===== src/rtl/digit_pixel_pkg.sv =====
// Shared constants for the seven-segment pixel generator: glyph codes, segment masks, default geometry.
// Latency: none (constants only).
// Backpressure: not applicable.
package digit_pixel_pkg;

   // Glyph codes that are not decimal digits
   localparam logic [3:0] GLYPH_BLANK = 4'hA;
   localparam logic [3:0] GLYPH_MINUS = 4'hB;

   // Segment masks indexed by glyph code, bit order {g,f,e,d,c,b,a}
   localparam logic [15:0][6:0] SEG_MASK = {
      7'h00,   // F blank
      7'h00,   // E blank
      7'h00,   // D blank
      7'h00,   // C blank
      7'h40,   // B minus
      7'h00,   // A blank
      7'h6F,   // 9
      7'h7F,   // 8
      7'h07,   // 7
      7'h7D,   // 6
      7'h6D,   // 5
      7'h66,   // 4
      7'h4F,   // 3
      7'h5B,   // 2
      7'h06,   // 1
      7'h3F    // 0
   };

   // Default geometry
   localparam int DEF_NUM_DIGITS = 8;
   localparam int DEF_ORIGIN_X   = 140;
   localparam int DEF_ORIGIN_Y   = 206;
   localparam int DEF_DIGIT_W    = 42;
   localparam int DEF_DIGIT_H    = 70;
   localparam int DEF_GAP        = 6;
   localparam int DEF_SEG_T      = 6;

endpackage


===== src/rtl/digit_seg_lut.sv =====
// Glyph code to seven-segment mask lookup.
// Latency: combinational.
// Backpressure: none.
module digit_seg_lut
   import digit_pixel_pkg::*;
(
   input  logic [3:0] code,
   output logic [6:0] segmask
);

   // Pure table lookup
   always_comb begin
      segmask = SEG_MASK[code];
   end

endmodule


===== src/rtl/digit_pixel_gen.sv =====
// Seven-segment digit row pixel source with double-buffered digit registers; optional cursor via DIGIT_PIXEL_GEN_CURSOR_EN.
// Latency: 2 clocks from hj/vj/hDisplay/vDisplay to rOut/gOut/bOut.
// Backpressure: none; writes are accepted every cycle, out-of-range slots are dropped.
module digit_pixel_gen
   import digit_pixel_pkg::*;
#(
   parameter int          NUM_DIGITS = DEF_NUM_DIGITS,
   parameter int          AW         = $clog2(NUM_DIGITS),
   parameter int          ORIGIN_X   = DEF_ORIGIN_X,
   parameter int          ORIGIN_Y   = DEF_ORIGIN_Y,
   parameter int          DIGIT_W    = DEF_DIGIT_W,
   parameter int          DIGIT_H    = DEF_DIGIT_H,
   parameter int          GAP        = DEF_GAP,
   parameter int          SEG_T      = DEF_SEG_T,
   parameter logic [2:0]  FG         = 3'b111,
   parameter logic [2:0]  BG         = 3'b000
)(
   input  logic          clk,
   input  logic          reset,
   input  logic [10:0]   hj,
   input  logic [20:0]   vj,
   input  logic          hDisplay,
   input  logic          vDisplay,
   input  logic          wr_en,
   input  logic [AW-1:0] wr_addr,
   input  logic [3:0]    wr_data,
`ifdef DIGIT_PIXEL_GEN_CURSOR_EN
   input  logic [AW-1:0] cursor_pos,
`endif
   output logic          swap_pulse,
   output logic          rOut,
   output logic          gOut,
   output logic          bOut
);

   localparam int M = DIGIT_H / 2;
`ifdef DIGIT_PIXEL_GEN_CURSOR_EN
   localparam int V_WIN = DIGIT_H + SEG_T;
`else
   localparam int V_WIN = DIGIT_H;
`endif

   logic [3:0] back  [NUM_DIGITS];
   logic [3:0] front [NUM_DIGITS];
   logic       vd_q;

   // Only the low 10 line bits address the screen
   logic unused_vj;
   assign unused_vj = ^vj[20:10];

   // Front buffer reloads on the falling edge of vDisplay
   assign swap_pulse = vd_q & ~vDisplay;

   // vDisplay history for the edge detector
   always_ff @(posedge clk or posedge reset) begin
      if (reset) vd_q <= 1'b0;
      else       vd_q <= vDisplay;
   end

   // Back buffer writes and front buffer copy; front sees pre-write back contents
   always_ff @(posedge clk or posedge reset) begin
      if (reset) begin
         for (int i = 0; i < NUM_DIGITS; i++) begin
            back[i]  <= GLYPH_BLANK;
            front[i] <= GLYPH_BLANK;
         end
      end else begin
         if (swap_pulse) front <= back;
         for (int i = 0; i < NUM_DIGITS; i++) begin
            if (wr_en && (32'(wr_addr) == i)) back[i] <= wr_data;
         end
      end
   end

`ifdef DIGIT_PIXEL_GEN_CURSOR_EN
   logic [4:0] blink_cnt;

   // Blink phase advances once per frame
   always_ff @(posedge clk or posedge reset) begin
      if (reset)           blink_cnt <= 5'd0;
      else if (swap_pulse) blink_cnt <= blink_cnt + 5'd1;
   end
`endif

   // Stage 1 combinational: slot selection and local coordinates
   logic       hit_d;
   logic [5:0] lx_d;
   logic [6:0] ly_d;
   logic [3:0] code_d;
   logic       cur_d;
   int         hx;
   int         vy;
   int         x0;

   // Parallel window compare across all slots
   always_comb begin
      hit_d  = 1'b0;
      lx_d   = '0;
      ly_d   = '0;
      code_d = GLYPH_BLANK;
      cur_d  = 1'b0;
      x0     = 0;
      hx     = 32'(hj);
      vy     = 32'(vj[9:0]);
      if (vy >= ORIGIN_Y && vy < ORIGIN_Y + V_WIN) begin
         ly_d = 7'(vy - ORIGIN_Y);
         for (int i = 0; i < NUM_DIGITS; i++) begin
            x0 = ORIGIN_X + i * (DIGIT_W + GAP);
            if (hx >= x0 && hx < x0 + DIGIT_W) begin
               hit_d  = 1'b1;
               lx_d   = 6'(hx - x0);
               code_d = front[i];
`ifdef DIGIT_PIXEL_GEN_CURSOR_EN
               cur_d  = (32'(cursor_pos) == i);
`endif
            end
         end
      end
   end

   logic       s1_hit;
   logic       s1_act;
   logic [5:0] s1_lx;
   logic [6:0] s1_ly;
   logic [3:0] s1_code;
   logic       s1_cur;

   // Stage 1 register
   always_ff @(posedge clk or posedge reset) begin
      if (reset) begin
         s1_hit  <= 1'b0;
         s1_act  <= 1'b0;
         s1_lx   <= '0;
         s1_ly   <= '0;
         s1_code <= GLYPH_BLANK;
         s1_cur  <= 1'b0;
      end else begin
         s1_hit  <= hit_d;
         s1_act  <= hDisplay & vDisplay;
         s1_lx   <= lx_d;
         s1_ly   <= ly_d;
         s1_code <= code_d;
         s1_cur  <= cur_d;
      end
   end

   logic [6:0] segmask;

   digit_seg_lut u_lut (
      .code    (s1_code),
      .segmask (segmask)
   );

   // Stage 2 combinational: segment geometry, bit order {g,f,e,d,c,b,a}
   logic [6:0] geom;
   logic       under;
   logic       lit;
   int         lx_i;
   int         ly_i;

   // Segments are confined to the glyph body so the cursor band never lights d/c/e
   always_comb begin
      geom  = '0;
      under = 1'b0;
      lx_i  = 32'(s1_lx);
      ly_i  = 32'(s1_ly);
      if (ly_i < DIGIT_H) begin
         geom[0] = (ly_i < SEG_T);
         geom[1] = (lx_i >= DIGIT_W - SEG_T) && (ly_i < M);
         geom[2] = (lx_i >= DIGIT_W - SEG_T) && (ly_i >= M);
         geom[3] = (ly_i >= DIGIT_H - SEG_T);
         geom[4] = (lx_i < SEG_T) && (ly_i >= M);
         geom[5] = (lx_i < SEG_T) && (ly_i < M);
         geom[6] = (ly_i >= M - SEG_T / 2) && (ly_i < M + SEG_T / 2);
      end
`ifdef DIGIT_PIXEL_GEN_CURSOR_EN
      under = s1_cur && !blink_cnt[4] &&
              (ly_i >= DIGIT_H + SEG_T / 2) && (ly_i < DIGIT_H + SEG_T);
`else
      under = s1_cur & 1'b0;
`endif
      lit = s1_hit && (((segmask & geom) != 7'd0) || under);
   end

   // Stage 2 register: colour, forced black outside the active area
   always_ff @(posedge clk or posedge reset) begin
      if (reset) begin
         {rOut, gOut, bOut} <= 3'b000;
      end else if (s1_act) begin
         {rOut, gOut, bOut} <= lit ? FG : BG;
      end else begin
         {rOut, gOut, bOut} <= 3'b000;
      end
   end

endmodule

===== config.mk =====
export PLATFORM = sky130hd
export DESIGN_NAME = digit_pixel_gen
export DESIGN_NICKNAME = d
export VERILOG_FILES = /design/src/rtl/digit_pixel_pkg.sv /design/src/rtl/digit_seg_lut.sv /design/src/rtl/digit_pixel_gen.sv
export SDC_FILE = /design/constraint.sdc
export NUM_CORES = 1
export LEC_CHECK = 0
export ABC_CLOCK_PERIOD_IN_PS = 2200
export CORE_MARGIN = 2
export CORE_UTILIZATION = 30
export CTS_CLUSTER_DIAMETER = 100
export CTS_CLUSTER_SIZE = 16
export DETAILED_ROUTE_END_ITERATION = 10
export PLACE_DENSITY_LB_ADDON = 0.25
export SYNTH_ARGS = -nofsm -noshare
export SYNTH_HDL_FRONTEND = slang
export SYNTH_SLANG_ARGS = --single-unit

===== constraint.sdc =====
create_clock -name clk -period 2.2 [get_ports clk]
set_input_delay 0.22 -clock clk [delete_from_list [all_inputs] [get_ports clk]]
set_output_delay 0.22 -clock clk [all_outputs]
set_load 0.03 [all_outputs]

==> results of run 1 <==
## area by class of cell
cell class | instances | area [sq um] | area share, %
Clock buffer | 13 | 250.2 | 4.257
Clock inverter | 3 | 46.29 | 0.7876
Inverter | 11 | 45.04 | 0.7663
Multi-Input combinational cell | 281 | 2277 | 38.74
Sequential cell | 84 | 2145 | 36.48
Tap cell | 184 | 230.2 | 3.917
Timing Repair Buffer | 102 | 884.6 | 15.05
## cells in the mapped netlist (2+ instances only)
cell type | number | area, sq um
sky130_fd_sc_hd__nand4_1 | 3 | 18.77
sky130_fd_sc_hd__a22o_1 | 2 | 17.52
sky130_fd_sc_hd__o21ai_0 | 15 | 75.07
sky130_fd_sc_hd__nand3b_1 | 2 | 15.01
sky130_fd_sc_hd__o311ai_1 | 2 | 17.52
sky130_fd_sc_hd__nor3_1 | 5 | 25.02
sky130_fd_sc_hd__a21o_1 | 9 | 67.56
sky130_fd_sc_hd__a2111oi_0 | 4 | 35.03
sky130_fd_sc_hd__a22oi_1 | 2 | 15.01
sky130_fd_sc_hd__inv_1 | 10 | 37.54
sky130_fd_sc_hd__clkbuf_1 | 14 | 52.55
sky130_fd_sc_hd__and2_1 | 9 | 56.30
sky130_fd_sc_hd__buf_4 | 2 | 15.01
sky130_fd_sc_hd__a31oi_1 | 2 | 12.51
sky130_fd_sc_hd__mux2_2 | 62 | 698.2
sky130_fd_sc_hd__nor3b_1 | 4 | 30.03
sky130_fd_sc_hd__a211o_1 | 4 | 35.03
sky130_fd_sc_hd__o21a_1 | 2 | 15.01
sky130_fd_sc_hd__buf_2 | 5 | 25.02
sky130_fd_sc_hd__nor2b_1 | 4 | 25.02
sky130_fd_sc_hd__o21ai_1 | 3 | 15.01
sky130_fd_sc_hd__o31a_1 | 2 | 17.52
sky130_fd_sc_hd__o2111ai_1 | 5 | 43.79
sky130_fd_sc_hd__o221ai_1 | 7 | 61.31
sky130_fd_sc_hd__and3_1 | 4 | 25.02
sky130_fd_sc_hd__ha_1 | 6 | 75.07
sky130_fd_sc_hd__a211oi_1 | 7 | 52.55
sky130_fd_sc_hd__mux2i_1 | 3 | 30.03
sky130_fd_sc_hd__xnor2_1 | 5 | 43.79
sky130_fd_sc_hd__a221oi_1 | 2 | 17.52
sky130_fd_sc_hd__o311ai_0 | 2 | 17.52
sky130_fd_sc_hd__nand4b_1 | 4 | 35.03
sky130_fd_sc_hd__nand3_1 | 4 | 20.02
sky130_fd_sc_hd__nand2_1 | 20 | 75.07
sky130_fd_sc_hd__o211ai_1 | 7 | 52.55
sky130_fd_sc_hd__a21oi_1 | 22 | 110.1
sky130_fd_sc_hd__nand2b_1 | 4 | 25.02
sky130_fd_sc_hd__nor4_1 | 2 | 12.51
sky130_fd_sc_hd__nor2_1 | 17 | 63.81
sky130_fd_sc_hd__dfstp_2 | 34 | 893.4
sky130_fd_sc_hd__a311o_1 | 2 | 20.02
sky130_fd_sc_hd__a311oi_1 | 3 | 26.28
sky130_fd_sc_hd__dfrtp_1 | 50 | 1251
## path summary, 6_finish.rpt
kind                             from   endpoint  slack (ns)  depth (start not counted)
hold reg to reg              back[31]  front[31]        0.48                          2
setup reg to reg           s1_code[1]       bOut        0.38                          6
hold / removal                  reset       vd_q        0.36                          3
min in group clk                hj[2]   s1_lx[2]        0.38                          3
max in group asynchronous       reset   back[29]        1.49                          3
setup / recovery                hj[8]   s1_lx[5]        0.11                          9
## flip-flops by register name (all words and copies together), names as in the netlist
register  flops
s1_code       4
back         32
s1_ly         7
front        32
s1_act        1
bOut          1
s1_hit        1
s1_lx         5
vd_q          1
## stage by stage
step	setup slack, ns	instance area, sq um	instances	total power [mW]
after CTS	0.06602	5847	677	4.444
after global placement	-0.5686	5517	661	2.883
final	0.1065	5878	678	4.389
after floorplan	0.1202	4517	398	2.564
after detailed placement	-0.6328	5517	661	2.912
after global routing	-0.06371	5878	678	4.619
## kinds of logic after synthesis
group	share of synthesized area, %
compound gates	19.27
simple gates	11.23
flops	47.52
mux	16.14
buf+inv	3.216
fa+ha+maj	1.663
xor+xnor	0.9703
## worst max-delay path: stages
cell	delay, ns
sky130_fd_sc_hd__clkdlybuf4s50_1	0.57
sky130_fd_sc_hd__buf_4	0.16
sky130_fd_sc_hd__nand4bb_1	0.17
sky130_fd_sc_hd__a211oi_1	0.44
sky130_fd_sc_hd__a31o_2	0.19
sky130_fd_sc_hd__buf_4	0.16
sky130_fd_sc_hd__a21oi_1	0.09
sky130_fd_sc_hd__o311ai_0	0.11
sky130_fd_sc_hd__o221ai_1	0.18
## report_power, final
group / switching [mW] / internal, mW
Sequential: 0.205 / 1.98
Clock: 0.585 / 0.915
Combinational: 0.291 / 0.416
## placed cells by master, fill, tap and decap left out, types with 9 or more instances in the layout
cell type,n
sky130_fd_sc_hd__clkdlybuf4s50_1,31
sky130_fd_sc_hd__nor2_1,17
sky130_fd_sc_hd__inv_1,9
sky130_fd_sc_hd__a21o_1,9
sky130_fd_sc_hd__dfrtp_1,50
sky130_fd_sc_hd__dfstp_2,34
sky130_fd_sc_hd__o21ai_0,15
sky130_fd_sc_hd__nand2_1,19
sky130_fd_sc_hd__mux2_2,62
sky130_fd_sc_hd__a21oi_1,22
sky130_fd_sc_hd__clkbuf_16,9
sky130_fd_sc_hd__buf_4,64
## routing by layer
layer	track usage, %	wire [um]
met1	21.52	5621
met2	22.40	5298
met3	2.615	309
met5	0	0
met4	4.525	125
## repair_timing
action                                  CTS  global route
setup buffers                             0             1
resized for setup                        15             7
pin swaps                                 9             4
endpoints found under the setup margin   10             5
==> results.md, run 1 <==
- After detailed routing, the total wire length is 11,350 um.
- The post-route DRC violation count is 0.
- STA classifies the critical path startpoint as an input port.
- The minimum clock period is 2.093 ns.
- The mean post-synth cell area is 11.34 sq um.
- The remaining global-route overflow is 0.
- The netlist area before placement is 0.004513 sq mm.
- The number of max-slew violations in the final report is 0.
- Dividing the detail-routed wire length by the instance count gives 16.75 um.
- The post-synthesis net count is 448.
- In this run the standard cell core region covers 0.01459 sq mm.
- The worst setup path is of the in -> reg kind.
- The clock buffer count from CTS is 9.
- The hold violation total from the final report was 0.
- The clock reaches the later pin of the worst-skew pair after 0.34 ns.
- Data on the critical path is required at its endpoint by 2.39 ns.
- After legalization and detailed placement, the total HPWL measured 8384 um.
- The proportion of register bits with asynchronous set or reset after synthesis is 100.0%.
- The tree built by TritonCTS fans out to 84 sinks.
- From synthesis to final layout, the design area changed by 30.25%.
- The setup TNS is 0 ns.
- The post-route netlist has 40.49% of its cells at a drive strength greater than 1.
- The cell sitting at the root of the clock tree is a sky130_fd_sc_hd__clkbuf_16.
- Counting flops and latches in the post-synthesis netlist gives 84.
- The worst-case clock skew is 0.005975 ns.
- For this run, the register share of the synthesized area comes to 47.52%.
- The vertical die dimension is 126.7 um.
- The number of distinct library cells after synthesis is 64.
- The remaining antenna violation count is 0.
- Along the worst path, the maximum fanout reaches 7.
- The hold buffer count at CTS is 0.
- The iteration count of the initial detailed-routing pass is 4.
- IR analysis of the VDD net gives a maximum drop of 0.0005165 V.
- 0 antenna diodes ended up in the layout.
- The ratio of final minimum period to clock period is 95.16%.
- The tightest hold path in the finished design has a slack of 0.3624 ns.
- The number of maximum-capacitance constraint violations is 0.
- The number of global-route vias before repair is 3,490.
- TritonCTS built the clock tree.
- The count of fill cells added during filler insertion is 1,417.
- The kind of end point of the critical path is a flop.
- The worst pin sits at a relative slew slack of 62.25%.
- The utilization of the core after routing is 40.29%.
- The number of rows created at floorplan is 44.
- In the final design database the tool counted 539 nets.
- Across every metal layer, demand over resource in global routing totals 14.77%.
- The width of the die is 126.7 um.
- The number of antenna violations at the first check in global routing is 0.
- At the end of routability-driven placement, the weighted congestion stood at 0.8818.
- The Yosys step of the flow raised 0 warnings.
- Synthesis handed over a netlist of 398 instances.
- The initial utilization of the core area, before any placement, comes to 30.93%.
- The first global-routing pass estimated 18,720 um of wire.
- The critical path data arrival time is 2.28 ns.
- For this design the static power due to leakage is 2.400 nW.
- Entering global routing, the biggest net connects 85 pins.
- For this run, the top clock speed supported by timing is 477.7 MHz.
- The mean number of vias per cell is 5.257.
- The number of I/O pins is 48.
- The longest clock path from root to sink contains 2 buffers.
- The H-tree generated during clock tree synthesis spans 3 levels.
- Setup repair after global routing could not meet its margin everywhere.
- Clock-pin slew was measured on the worst setup and hold paths at 0.06 ns.
- The number of buffer cells added on primary ports is 36.
- The floorplan step defined a die boundary enclosing 0.01604 sq mm.
- The main flop type after synthesis is sky130_fd_sc_hd__dfrtp_1.
- The flow ran to the end, and the final reports show no timing, DRC or antenna violations.
- The worst-margin pin slew is 0.5642 ns.
- In this run, synthesis inferred 0 flip-flops with an integrated enable.
- Dividing total power by cell area gives a power density of 746.6 mW/mm^2.
- For this block, the via count after detailed routing is 3,564.
- The violation count after the first detailed-routing iteration is 197.
- Setup violations remaining at the end of the flow were counted as 0.
- The kind of path behind the tightest hold check is in -> async.
Power figures use the tool's default switching activity.
==> run 2: changes to the inputs <==
--- a/config.mk
+++ b/config.mk
@@ -5,9 +5,10 @@
 export SDC_FILE = /design/constraint.sdc
 export NUM_CORES = 1
 export LEC_CHECK = 0
-export ABC_CLOCK_PERIOD_IN_PS = 2200
+export ABC_CLOCK_PERIOD_IN_PS = 1900
 export CORE_MARGIN = 2
 export CORE_UTILIZATION = 30
+export CTS_BUF_LIST = sky130_fd_sc_hd__clkbuf_8
 export CTS_CLUSTER_DIAMETER = 100
 export CTS_CLUSTER_SIZE = 16
 export DETAILED_ROUTE_END_ITERATION = 10
==> constraint.sdc (replaced) <==
create_clock -name clk -period 1.9 [get_ports clk]
set_input_delay 0.19 -clock clk [delete_from_list [all_inputs] [get_ports clk]]
set_output_delay 0.19 -clock clk [all_outputs]
set_load 0.03 [all_outputs]
==> run 2 against run 1 <==
Register-to-register slack got worse by 0.29 ns. Critical path depth decreased by 1. First-iteration DRC count increased by 24%. Clock power increased by 4%. Setup slack got worse by 0.046 ns. Routed wire length increased by 4.0%. Sequential share of layout area decreased by 1.1 points. Critical path type unchanged. Critical endpoint is now s1_code[2]. Largest power group unchanged.
==> results.md, run 2 (synthesis gave the netlist of run 1 again) <==
- The final layout net count came to 554 (+2.8%).
- Setup repair after global routing could not meet its margin everywhere.
- The number of rows created at floorplan is 44 (unchanged).
- The number of max-slew violations in the final report came to 0 (unchanged).
- The cell total after placement is 667 (+0.91%).
- For this run, the top clock speed supported by timing is 543.6 MHz.
- The min-delay analysis places its worst path in the category in -> async.
- The width of the die is 126.7 um (unchanged).
- The maximum resistive drop on vdd came to 0.0007010 V (+36%).
- The number of antenna violations at the first check in global routing was 0 (unchanged).
- From synthesis to final layout, the design area changed by 34.27%.
- The placed wire-length estimate is 8567 um (+2.2%).
- The vias after detailed routing is 3,676 (+3.1%).
- The sequential cell area is 0.002145 sq mm (unchanged).
- The minimum clock period is 1.839 ns.
- The hold buffer count at CTS is 0 (unchanged).
- The TritonCTS clock tree is done.
- The count of antenna diodes in the layout came to 0 (unchanged).
- The vertical die dimension is 126.7 um (unchanged).
- The final cell count without fillers is 693 (+2.2%).
- The critical path is of the in -> reg type.
- The first-pass GRT wire length is 19,200 um (+2.6%).
- The largest registers in the layout are back x32, front x32, s1_ly x7.
- The worst-case clock skew came to 0.004231 ns (-0.001743 ns).
- The reg2reg setup slack is 0.09 ns (-0.29 ns).
- The hold violation total from the final report is 0 (unchanged).
- The count of clock tree sinks is 84 (unchanged).
- The number of global-route vias before repair is 3,624 (+3.8%).
- The share of post-route cells with drive strength above 1 is 46.95% (+6.5 points).
- The global-route total usage across every layer came to 15.06% (+0.29 points).
- The library cell used most frequently in the layout, excluding fill and tap cells, is sky130_fd_sc_hd__buf_4.
- In the layout the commonest cells are sky130_fd_sc_hd__buf_4, sky130_fd_sc_hd__mux2_2, sky130_fd_sc_hd__dfrtp_1.
- The setup slack of the critical path after layout was 0.06054 ns (-0.04599 ns).
- The count of fill cells added during filler insertion is 1,406 (-0.78%).
- The number of buffer cells added on primary ports came to 36 (unchanged).
- The clock transition at the registers of the reported paths is 0.09 ns (+0.03 ns).
- The worst-margin pin slew came to 0.4773 ns (-0.08692 ns).
- The startpoint type of the worst setup path is an input port.
- The maximum number of pins on one net before global-route repair is 60 (-29%).
- The area inside the core boundary is 0.01459 sq mm (unchanged).
- The power density of the placed cells is 815.4 mW/mm^2 (+9.2%).
- The max-slew headroom at the worst pin came to 67.36% (+5.1 points).
- The setup slack after placement was -0.9464 ns (-0.3135 ns).
- The final wirelength was 11,810 um (+4.0%).
- CTS placed an instance of sky130_fd_sc_hd__clkbuf_8 at the clock tree root.
- The iteration count of the initial detailed-routing pass is 7 (+3).
- The clock buffer count from CTS is 9 (unchanged).
- The required time at the endpoint of the critical path was 2.17 ns (-0.22 ns).
- The post-route DRC violation count is 0 (unchanged).
- The remaining antenna violation count is 0 (unchanged).
- The biggest fanout along the worst timing path was 7 (unchanged).
- The tightest hold margin is 0.1665 ns (-0.1959 ns).
- The final-report setup violation count is 0 (unchanged).
- The area used by multi-input combinational logic is 0.002410 sq mm (+5.8%).
- The kind of end point of the critical path is a flop.
- The starting utilization of the core area was 30.93% (unchanged).
- The number of maximum-capacitance constraint violations is 0 (unchanged).
- The standby leakage power is 2.487 nW (+3.6%).
- The level count of the clock H-tree came to 3 (unchanged).
- The number of buffers on the longest clock path was 2 (unchanged).
- The ratio of final minimum period to clock period is 96.81%.
- The routed length per placed instance is 17.05 um (+1.8%).
- The worst-skew pair later-pin latency came to 0.36 ns (+0.02 ns).
- The number of I/O pins is 48 (unchanged).
- The area of the die is 0.01604 sq mm (unchanged).
- The mean number of vias per cell is 5.304 (+0.91%).
- The run finished with clean final reports.
- The remaining global-route overflow is 0 (unchanged).
- The critical path data arrival time was 2.11 ns (-0.17 ns).
- The violation count after the first detailed-routing iteration was 245 (+24%).
- The global placer's final weighted congestion is 0.8255 (-6.4%).
==> run 2: cell count changes in the layout (fill, tap and decap cells not counted), sizes merged <==
| cell | before | now |
|---|---|---|
| inv | 11 | 12 |
| clkdlybuf4s50 | 31 | 24 |
| clkbuf | 13 | 9 |
| clkinv | 0 | 1 |
| buf | 67 | 84 |
| bufinv | 1 | 3 |
| dlygate4sd2 | 2 | 7 |
==> run 2: cell type report <==
type,instances,area share [%]
clock buffer,9,2.044
clock inverter,7,2.024
inverter,11,0.7433
multi-input combinational,281,39.77
sequential,84,35.39
tap,184,3.799
timing repair buffer,117,16.23
==> run 2: metal layers <==
metal  vias up  routed length [um]  track usage, %  part of all wire [%]
li1       1721                   -               -                     -
met2        62                5616           22.96                    48
met5         -                   0               0                     0
met1      1880                5675           21.58                    48
met3        13                 363           3.205                   3.1
met4         0                 159           4.331                   1.3
==> run 2: worst max-delay path: stages <==
cell and delay (ns):
sky130_fd_sc_hd__dlygate4sd2_1 0.24, sky130_fd_sc_hd__buf_4 0.16, sky130_fd_sc_hd__a211o_1 0.34, sky130_fd_sc_hd__a21boi_4 0.30
sky130_fd_sc_hd__o211ai_1 0.16, sky130_fd_sc_hd__a311oi_2 0.32, sky130_fd_sc_hd__o221ai_2 0.15, sky130_fd_sc_hd__a221oi_2 0.25
==> run 2: final timing paths <==
check | cells after the start | from | to
min reg2reg | 2 | back[31] | front[31]
min | 2 | reset | s1_code[0]
max | 8 | hj[1] | s1_code[2]
max reg2reg | 6 | s1_code[1] | bOut
max in group asynchronous | 3 | reset | front[13]
min in group clk | 3 | hj[2] | s1_lx[2]
==> run 2: power by group <==
group,internal [mW],switching (mW)
clock,0.884,0.673
sequential,2.28,0.242
combinational,0.501,0.356
total,3.67,1.27
==> run 2: metrics by stage <==
step	instance area, sq um	util [%]	TNS (ns)	power (mW)
5_1_grt	6060	41.54	-0.02134	5.209
6_report	6060	41.54	0	4.941
3_3_place_gp	5579	38.24	-8.415	3.346
2_1_floorplan	4541	-	-0.1635	2.971
4_1_cts	5941	40.72	0	4.988
3_5_place_dp	5579	38.24	-8.771	3.389
==> run 2: what timing repair did <==
item	in CTS	in global routing
pin swaps	19	10
resized for setup	45	14
setup endpoints to repair	10	11
cloned	0	2
setup buffers	2	6
==> run 3: changes to the inputs <==
--- a/config.mk
+++ b/config.mk
@@ -7,12 +7,12 @@
 export LEC_CHECK = 0
 export ABC_CLOCK_PERIOD_IN_PS = 1900
 export CORE_MARGIN = 2
-export CORE_UTILIZATION = 30
+export CORE_UTILIZATION = 45
 export CTS_BUF_LIST = sky130_fd_sc_hd__clkbuf_8
 export CTS_CLUSTER_DIAMETER = 100
 export CTS_CLUSTER_SIZE = 16
 export DETAILED_ROUTE_END_ITERATION = 10
-export PLACE_DENSITY_LB_ADDON = 0.25
+export PLACE_DENSITY = 0.76
 export SYNTH_ARGS = -nofsm -noshare
 export SYNTH_HDL_FRONTEND = slang
 export SYNTH_SLANG_ARGS = --single-unit
==> run 3 against run 2 <==
Via count increased by 1.8%. Sequential cell count unchanged. Routed wire length decreased by 4.3%. Count of clock-buffer cells in the layout increased by 1. Clock skew increased by 0.0038 ns. Register-to-register slack about the same. Combinational power about the same. Sequential power about the same. Sequential share of layout area increased by 0.68 points. Critical path depth unchanged. Die area decreased by 32%. Fmax decreased by 1.4%. Highest routed layer unchanged.
==> results.md, run 3 (synthesis gave the netlist of run 1 again) <==
- The critical path data arrival time is 2.13 ns (+0.02 ns).
- The mean number of vias per cell is 5.832 (+9.9%).
- The vias after detailed routing came to 3,744 (+1.8%).
- The post-route DRC violation count is 0 (unchanged).
- The number of rows created at floorplan is 36 (-18%).
- STA classifies the critical path startpoint as an input port.
- The tightest hold margin is 0.1226 ns (-0.04392 ns).
- The violation count after the first detailed-routing iteration is 200 (-18%).
- The sum of met2 wire segment lengths after detailed routing is 5557 um (-1.1%).
- The number of buffer cells added on primary ports is 36 (unchanged).
- The clock buffer count from CTS is 9 (unchanged).
- The biggest cell delay along the critical path is 0.44 ns (+0.10 ns).
- The hold buffer count at CTS is 0 (unchanged).
- Setup repair after global routing could not meet its margin everywhere.
- The global placer's final weighted congestion is 0.9208 (+12%).
- The power density of the placed cells was 777.5 mW/mm^2 (-4.7%).
- The cell class contributing the biggest share of worst-path delay is compound AO/OA/AOI/OAI gates.
- The combinational group share of total power is 18.6% (+1.3 points).
- The worst-case clock skew is 0.008047 ns (+0.003816 ns).
- The final-report setup violation count is 0 (unchanged).
- The first-pass GRT wire length is 18,520 um (-3.6%).
- The final layout net count is 554 (unchanged).
- The worst-margin pin slew is 0.5072 ns (+0.02992 ns).
- The clock tree root driver cell is sky130_fd_sc_hd__clkbuf_8.
- The part of the total power dissipated in sequential elements is 54.5% (+3.4 points).
- The met3 routed wirelength is 599 um (+65%).
- The starting utilization of the core area is 46.17% (+15 points).
- The worst setup path is captured at a flop.
- The TritonCTS clock tree is done.
- The biggest fanout along the worst timing path is 6 (-1).
- The routed length per placed instance came to 17.62 um (+3.3%).
- The global-route total usage across every layer was 21.29% (+6.2 points).
- The standby leakage power was 2.473 nW (-0.56%).
- The largest registers in the layout are back x32, front x32, s1_ly x7.
- The final wirelength was 11,310 um (-4.3%).
- The path class of the tightest hold or removal check is in -> async.
- The run finished with clean final reports.
- The setup TNS came to 0 ns (unchanged).
- The power consumption is 4.622 mW (-6.5%).
- The switching component of the power was 1.207 mW (-5.1%).
- The max-slew headroom at the worst pin is 66.19% (-1.2 points).
- The utilization of the core after routing is 60.83% (+19 points).
- The number of max-slew violations in the final report is 0 (unchanged).
- The clock transition at the registers of the reported paths is 0.08 ns (about the same).
- The largest individual stage delay along the critical path comes from the cell sky130_fd_sc_hd__or3b_4.
- The remaining global-route overflow is 0 (unchanged).
- The part of the total power dissipated in the clock network came to 26.9% (-4.6 points).
- The sum of routed wire segments on met1 is 4920 um (-13%).
- The startpoint-to-endpoint class of the critical path is in -> reg.
- The count of buffering cells on the critical path with inverters included is 1 (-1).
- The number of antenna violations at the first check in global routing is 0 (unchanged).
- The placed wire-length estimate is 8036 um (-6.2%).
- The number of global-route vias before repair came to 3,719 (+2.6%).
- The cell-internal power is 3.416 mW (-6.9%).
- Walking the worst path, the cells encountered are buf_6 > ha_4 > or3b_4 > a211oi_4 > o211ai_1 > a311oi_2 > o221ai_1 > a221oi_2.
- The ratio of final minimum period to clock period is 98.20% (+1.4 points).
- The final instance area is 0.005946 sq mm (-1.9%).
- The placed cell area came to 0.005500 sq mm (-1.4%).
- The worst-skew pair later-pin latency is 0.36 ns (about the same).
- The area inside the core boundary is 0.009774 sq mm (-33%).
- The library cell used most frequently in the layout, excluding fill and tap cells, is sky130_fd_sc_hd__buf_4.
- The level count of the clock H-tree came to 3 (unchanged).
- The vertical die dimension is 104.1 um (-18%).
- The iteration count of the initial detailed-routing pass came to 5 (-2).
- The remaining antenna violation count is 0 (unchanged).
- The number of buffers on the longest clock path is 2 (unchanged).
- The number of maximum-capacitance constraint violations is 0 (unchanged).
- The hold violation total from the final report is 0 (unchanged).
- The maximum number of pins on one net before global-route repair is 48 (-20%).
- The maximum resistive drop on vdd is 0.0006620 V (-5.6%).
- The top cell types in the final layout, fill and taps aside, are sky130_fd_sc_hd__buf_4, sky130_fd_sc_hd__mux2_2, sky130_fd_sc_hd__dfrtp_1.
- The net switching share of the total power is 26.11% (+0.37 points).
- In this run the top signal layer used is met4.
- The number of I/O pins is 48 (unchanged).
- The required time at the endpoint of the critical path was 2.17 ns (about the same).
- The area growth from synthesis to layout is 31.74%.
- The count of antenna diodes in the layout came to 0 (unchanged).
- The area of the die is 0.01085 sq mm (-32%).
- The peak clock frequency supported by timing came to 535.9 MHz (-1.4%).
- The count of clock tree sinks was 84 (unchanged).
- The minimum clock period is 1.866 ns (+0.02643 ns).
- The width of the die is 104.1 um (-18%).
- The share of post-route cells with drive strength above 1 is 45.97% (-0.98 points).
run 3: worst paths after layout:
kind / start / endpoint / slack (ns) / cells past startpoint
setup reg to reg: s1_code[1] / bOut / 0.08 / 7
hold reg to reg: back[31] / front[31] / 0.49 / 2
hold / removal: reset / vd_q / 0.12 / 2
max in group asynchronous: reset / back[9] / 1.10 / 3
min in group clk: hj[2] / s1_lx[2] / 0.16 / 3
setup / recovery: hj[3] / s1_code[2] / 0.03 / 8
run 3: through the flow:
stage          setup slack [ns]  std cells
4_1_cts                0.008987        632
2_1_floorplan          -0.09768        398
6_report                0.03411        642
5_1_grt                -0.05197        642
3_3_place_gp            -0.7861        614
3_5_place_dp            -0.8481        614
run 3: final cells by class:
class	count	area [sq um]
clock inverters	6	57.56
repair buffers	117	996.0
flip-flops and latches	84	2145
multi-input cells	281	2399
clock buffers	10	137.6
inverters	11	45.04
well taps	133	166.4
fillers	799	3829
run 3: timing repair:
| action | 4_1_cts | 5_1_grt |
|---|---|---|
| gates resized for setup | 34 | 31 |
| setup buffers | 2 | 8 |
| pin swaps | 16 | 18 |
| endpoints found under the hold margin | 0 | 0 |
| gates cloned | 0 | 2 |
| endpoints found under the setup margin | 10 | 11 |
run 3: worst reg2reg max path, delay by kind of cell (launching register included):
family | cells | cell delay (ns)
AOI/OAI and AO/OA | 4 | 0.76
adders and majority gates | 1 | 0.21
buffers and inverters | 1 | 0.07
DFF | 1 | 0.57
muxes | 1 | 0.10
run 3: per-layer routing:
layer / track usage, % / vias to the layer above
li1: - / 1715
met1: 28.74 / 1887
met2: 34.07 / 117
met3: 4.386 / 25
met4: 7.722 / 0
met5: 0 / -
run 3: power by group through the flow:
stage | combinational, mW | sequential (mW) | clock [mW]
after floorplan | 0.540 | 2.43 | 0
after global placement | 0.790 | 2.53 | 0
after detailed placement | 0.824 | 2.55 | 0
after CTS | 0.836 | 2.52 | 1.27
after global routing | 0.939 | 2.57 | 1.36
final | 0.858 | 2.52 | 1.24
